==> config.mk <==
export PLATFORM = sky130hd
export DESIGN_NAME = uart_rx
export DESIGN_NICKNAME = d
export VERILOG_FILES = /design/src/rtl/uart_rx.sv
export SDC_FILE = /design/constraint.sdc
export NUM_CORES = 1
export LEC_CHECK = 0
export CAP_MARGIN = 0
export CORE_UTILIZATION = 30
export CTS_BUF_LIST = sky130_fd_sc_hd__clkbuf_8
export DETAILED_ROUTE_END_ITERATION = 16
export SYNTH_ARGS = -nofsm -noshare
export SYNTH_HDL_FRONTEND = slang
export SYNTH_SLANG_ARGS = --single-unit
==> constraint.sdc <==
create_clock -name clk -period 2.1 [get_ports clk]
set_input_delay 0.21 -clock clk [delete_from_list [all_inputs] [get_ports clk]]
set_output_delay 0.21 -clock clk [all_outputs]
set_load 0.005 [all_outputs]
==> src/rtl/uart_rx.sv <==
// uart_rx: 8N1 serial receiver. Mid-bit sampling from a per-bit cycle counter,
// glitch-start rejection, framing-error detection, one-cycle valid/frame_err pulses.
module uart_rx #(
   parameter int CLK_FREQ  = 50000000,
   parameter int BAUD_RATE = 115200
) (
   input  logic       clk,
   input  logic       rst,
   input  logic       rx,
   output logic [7:0] data,
   output logic       valid,
   output logic       frame_err,
   output logic       busy
);

   localparam int BIT_CYCLES = CLK_FREQ / BAUD_RATE;
   localparam int HALF       = BIT_CYCLES / 2;
   localparam logic [15:0] BIT_LAST  = 16'(BIT_CYCLES - 1);
   localparam logic [15:0] HALF_LAST = 16'(HALF - 1);

   localparam logic [2:0] IDLE  = 3'd0;
   localparam logic [2:0] START = 3'd1;
   localparam logic [2:0] DATA  = 3'd2;
   localparam logic [2:0] STOP  = 3'd3;
   localparam logic [2:0] BREAK = 3'd4;

   logic        rx_p0;
   logic        rx_s;
   logic [2:0]  state;
   logic [15:0] cnt;
   logic [2:0]  index;
   logic [7:0]  shift;

   // Synchronizer stage: both flops idle high so reset never looks like a start bit
   always_ff @(posedge clk) begin
      if (rst) begin
         rx_p0 <= 1'b1;
         rx_s  <= 1'b1;
      end else begin
         rx_p0 <= rx;
         rx_s  <= rx_p0;
      end
   end

   // Data shift stage: LSB arrives first, so each sample enters at the top
   always_ff @(posedge clk) begin
      if (state == DATA && cnt == BIT_LAST)
         shift <= {rx_s, shift[7:1]};
   end

   // Control stage
   always_ff @(posedge clk) begin
      if (rst) begin
         state     <= IDLE;
         cnt       <= '0;
         index     <= '0;
         data      <= '0;
         valid     <= 1'b0;
         frame_err <= 1'b0;
      end else begin
         valid     <= 1'b0;
         frame_err <= 1'b0;
         case (state)
            IDLE: begin
               if (!rx_s) begin
                  state <= START;
                  cnt   <= '0;
               end
            end
            START: begin
               if (cnt == HALF_LAST) begin
                  cnt <= '0;
                  if (rx_s) begin
                     state <= IDLE;
                  end else begin
                     state <= DATA;
                     index <= '0;
                  end
               end else begin
                  cnt <= cnt + 16'd1;
               end
            end
            DATA: begin
               if (cnt == BIT_LAST) begin
                  cnt   <= '0;
                  index <= index + 3'd1;
                  if (index == 3'd7)
                     state <= STOP;
               end else begin
                  cnt <= cnt + 16'd1;
               end
            end
            STOP: begin
               if (cnt == BIT_LAST) begin
                  cnt <= '0;
                  if (rx_s) begin
                     data  <= shift;
                     valid <= 1'b1;
                     state <= IDLE;
                  end else begin
                     frame_err <= 1'b1;
                     state     <= BREAK;
                  end
               end else begin
                  cnt <= cnt + 16'd1;
               end
            end
            // A line held low after a bad stop bit must go high before re-arming
            BREAK: begin
               if (rx_s)
                  state <= IDLE;
            end
            default: state <= IDLE;
         endcase
      end
   end

   assign busy = (state != IDLE);

endmodule
==> summary.txt <==
Status
  • Outcome: completed

Pwr
  • Final Power: 1.50 mW
  • Gate power share: 0.069
  • Leak: 0.929 nW
  • Sw Pwr: 385 µW
  • Clock network power share: 0.361
  • P_int: 1.12 mW
  • Sw Share: 0.256
  • Power density cells: 612 mW/mm²
  • Worst VDD drop: 0.245 mV
  • Sequential share of power: 0.570

Global routing
  • Vias in the first global route: 1,557
  • Initial antenna violation count: 0
  • GRT Overall Usage: 0.127
  • Global route total overflow: 0
  • First-pass GRT wire length: 7390 µm
  • Pin count of the biggest net entering global routing: 25

Detailed routing
  • DRC violations left: 0
  • Antenna Violating Nets Remaining: 0
  • Drt pass-1 iters: 4
  • Drt initial violations: 79
  • Final WL: 4250 µm
  • DR vias: 1,635
  • Avg WL per Cell: 13.7 µm
  • Number of vias per cell: 5.27

Clocking
  • Clk_lat worst skew: 0.30 ns
  • CTS H-tree lvls: 2
  • CTS sink cnt: 42
  • Clock root cell: clkbuf_8
  • Clk slew on worst S/H paths: 0.09 ns
  • CTS Buf Count: 5
  • CTS tree: built
  • Largest buffer count on any clock path: 2

Logic synthesis
  • Synth Instances: 206
  • Synth async-reset ratio: 0
  • Syn_area_per_cell: 10.1 µm²
  • Sequential share of the synthesized area: 0.440
  • Seq cells post-synth: 42
  • Synth warn: 0
  • Synth unique cells: 53
  • Mapped Area: 0.00209 mm²
  • Post-synth EDFFs: 8
  • Top_reg_cell synth: dfxtp_1
  • Post-synth net total: 214

Worst setup path
  • Crit path capture type: flip-flop
  • Worst r2r path cells: 7
  • Worst setup SP type: flip-flop
  • Critical Path Fanout Max: 9
  • Worst EP arrival: 2.13 ns
  • Req. time, crit path: 2.29 ns
  • WS Path Type: flip-flop to flip-flop

Timing
  • RSZ-0062 raised after global routing: false
  • Layout Skew: 0.00882 ns
  • Final setup viols: 0
  • Final slew viol count: 0
  • Fin. Hold Viols: 0
  • Slew HR: 0.685
  • Fin crit share: 0.926
  • Max Clk Rate: 0.514 GHz
  • Min Tclk post-route: 1.94 ns
  • Post-route setup TNS: 0 ns
  • Worst slew pin tran: 0.472 ns

Placement
  • GPL Wtd Cong: 0.835
  • HPWL after DPL: 3030 µm
  • PortBufs: 13
  • Dpl cells: 300

Floorplanning
  • Core ar.: 0.00676 mm²
  • Height of the die: 85.5 µm
  • Die W: 85.5 µm
  • Starting density of the core: 0.309
  • Number of I/O pins: 14
  • DIE AREA: 0.00731 mm²
  • Row Count: 30

Cells and area
  • Fraction of layout cells with a size suffix above 1: 0.187
  • Area delta synth->final: 17.5%
  • Most frequent cells in the layout: dfxtp_1 (34), buf_4 (18), nor2_1 (17), clkdlybuf4s50_1 (13), nand2_1 (12)
  • Fin cells: 310
  • # diodes: 0
  • Commonest non-fill, non-tap cell in the layout: dfxtp_1
  • NumNets Final: 237

Flow run
  • Number of max-cap violations: 0

Hold path
  • HP Class: flip-flop to flip-flop
  • Hold path cells: 1
==> stage by stage <==
step                       util  hold slack (ns)  setup slack, ns  area, µm²
final                     0.364            0.414            0.156       2460
after global routing      0.364            0.433           0.0236       2460
after CTS                 0.361            0.415           0.0662       2440
after detailed placement  0.348            0.393           0.0604       2350
after global placement    0.348            0.394            0.153       2350
after floorplan               -            0.314           0.0839       2090
==> power groups by stage <==
stage          clock network (mW)  logic (mW)  registers (mW)
2_1_floorplan                   0      0.0775           0.870
3_5_place_dp                    0       0.102           0.876
4_1_cts                     0.565       0.102           0.857
6_report                    0.544       0.104           0.857
5_1_grt                     0.598       0.114           0.861
3_3_place_gp                    0       0.102           0.876
==> flip-flops by register name, summed over array words and instances, names as in the netlist <==
register and cells:
cnt 16, frame_err 1, rx_p0 1, state 3
data 8, index 3, shift 8, valid 1
rx_s 1
==> cell type report <==
class / instances / area, µm²
repair buffers: 31 / 265
clock buffers: 5 / 68.8
well taps: 80 / 100
multi-input cells: 144 / 1060
flip-flops and latches: 42 / 921
fillers: 681 / 4300
clock inverters: 3 / 23.8
inverters: 5 / 18.8
==> final timing paths <==
check                            start  endpoint  slack [ns]
worst max-delay path            cnt[1]    cnt[7]        0.16
worst max register to register  cnt[1]    cnt[7]        0.16
worst min register to register   rx_p0      rx_s        0.41
worst min-delay path             rx_p0      rx_s        0.41
==> Yosys cell counts (2+ instances only) <==
| master | instances | area share |
|---|---|---|
| and2_1 | 2 | 0.0060 |
| buf_6 | 3 | 0.016 |
| nor2_1 | 17 | 0.031 |
| nor3b_1 | 4 | 0.014 |
| nand2_1 | 12 | 0.022 |
| o21a_1 | 6 | 0.022 |
| mux2_2 | 3 | 0.016 |
| and4_1 | 2 | 0.0084 |
| clkbuf_1 | 4 | 0.0072 |
| and3_1 | 3 | 0.0090 |
| a21oi_1 | 2 | 0.0048 |
| edfxtp_1 | 8 | 0.11 |
| nor3_1 | 8 | 0.019 |
| a22o_1 | 5 | 0.021 |
| a211oi_1 | 2 | 0.0072 |
| o22a_1 | 3 | 0.013 |
| buf_2 | 7 | 0.017 |
| a31oi_1 | 2 | 0.0060 |
| nand3_1 | 10 | 0.024 |
| ha_1 | 5 | 0.030 |
| nor4_1 | 10 | 0.030 |
| or2_2 | 4 | 0.012 |
| mux2i_1 | 10 | 0.048 |
| dfxtp_1 | 34 | 0.33 |
| or3_1 | 2 | 0.0060 |
| nor2b_1 | 2 | 0.0060 |
| nand4_1 | 3 | 0.0090 |
| xnor2_1 | 2 | 0.0084 |
| o311ai_1 | 3 | 0.013 |
| inv_1 | 5 | 0.0090 |
==> timing repair <==
| item | 4_1_cts | 5_1_grt |
|---|---|---|
| hold buffers | 0 | 0 |
| endpoints found under the setup margin | 0 | 10 |
| endpoints found under the hold margin | 0 | 0 |
| gates resized for setup | 0 | 0 |
| setup buffers | 0 | 2 |
==> layer usage <==
metal | wire (µm) | global-route usage | vias to the layer above
met2 | 1950 | 0.199 | 38
li1 | - | - | 814
met5 | 0 | 0 | -
met4 | 83 | 0.0545 | 0
met3 | 125 | 0.0272 | 6
met1 | 2090 | 0.168 | 777
==> worst max-delay path, cell delays in order (launching register included) <==
cell	delay, ns
dfxtp_1	0.32
inv_1	0.08
ha_1	0.18
nor4bb_1	0.33
a41oi_2	0.18
o2bb2ai_4	0.29
nor2_2	0.12
a221o_1	0.34
==> cell families (layout without fill, tap and decap cells) <==
logic type	after synthesis	after routing	share of synthesized area
simple gates	91	91	0.264
flops	42	42	0.440
compound gates	33	33	0.141
buf+inv	20	44	0.0527
mux	13	13	0.0640
fa+ha+maj	5	5	0.0299
xor+xnor	2	2	0.00838
Power figures use the tool's default switching activity.
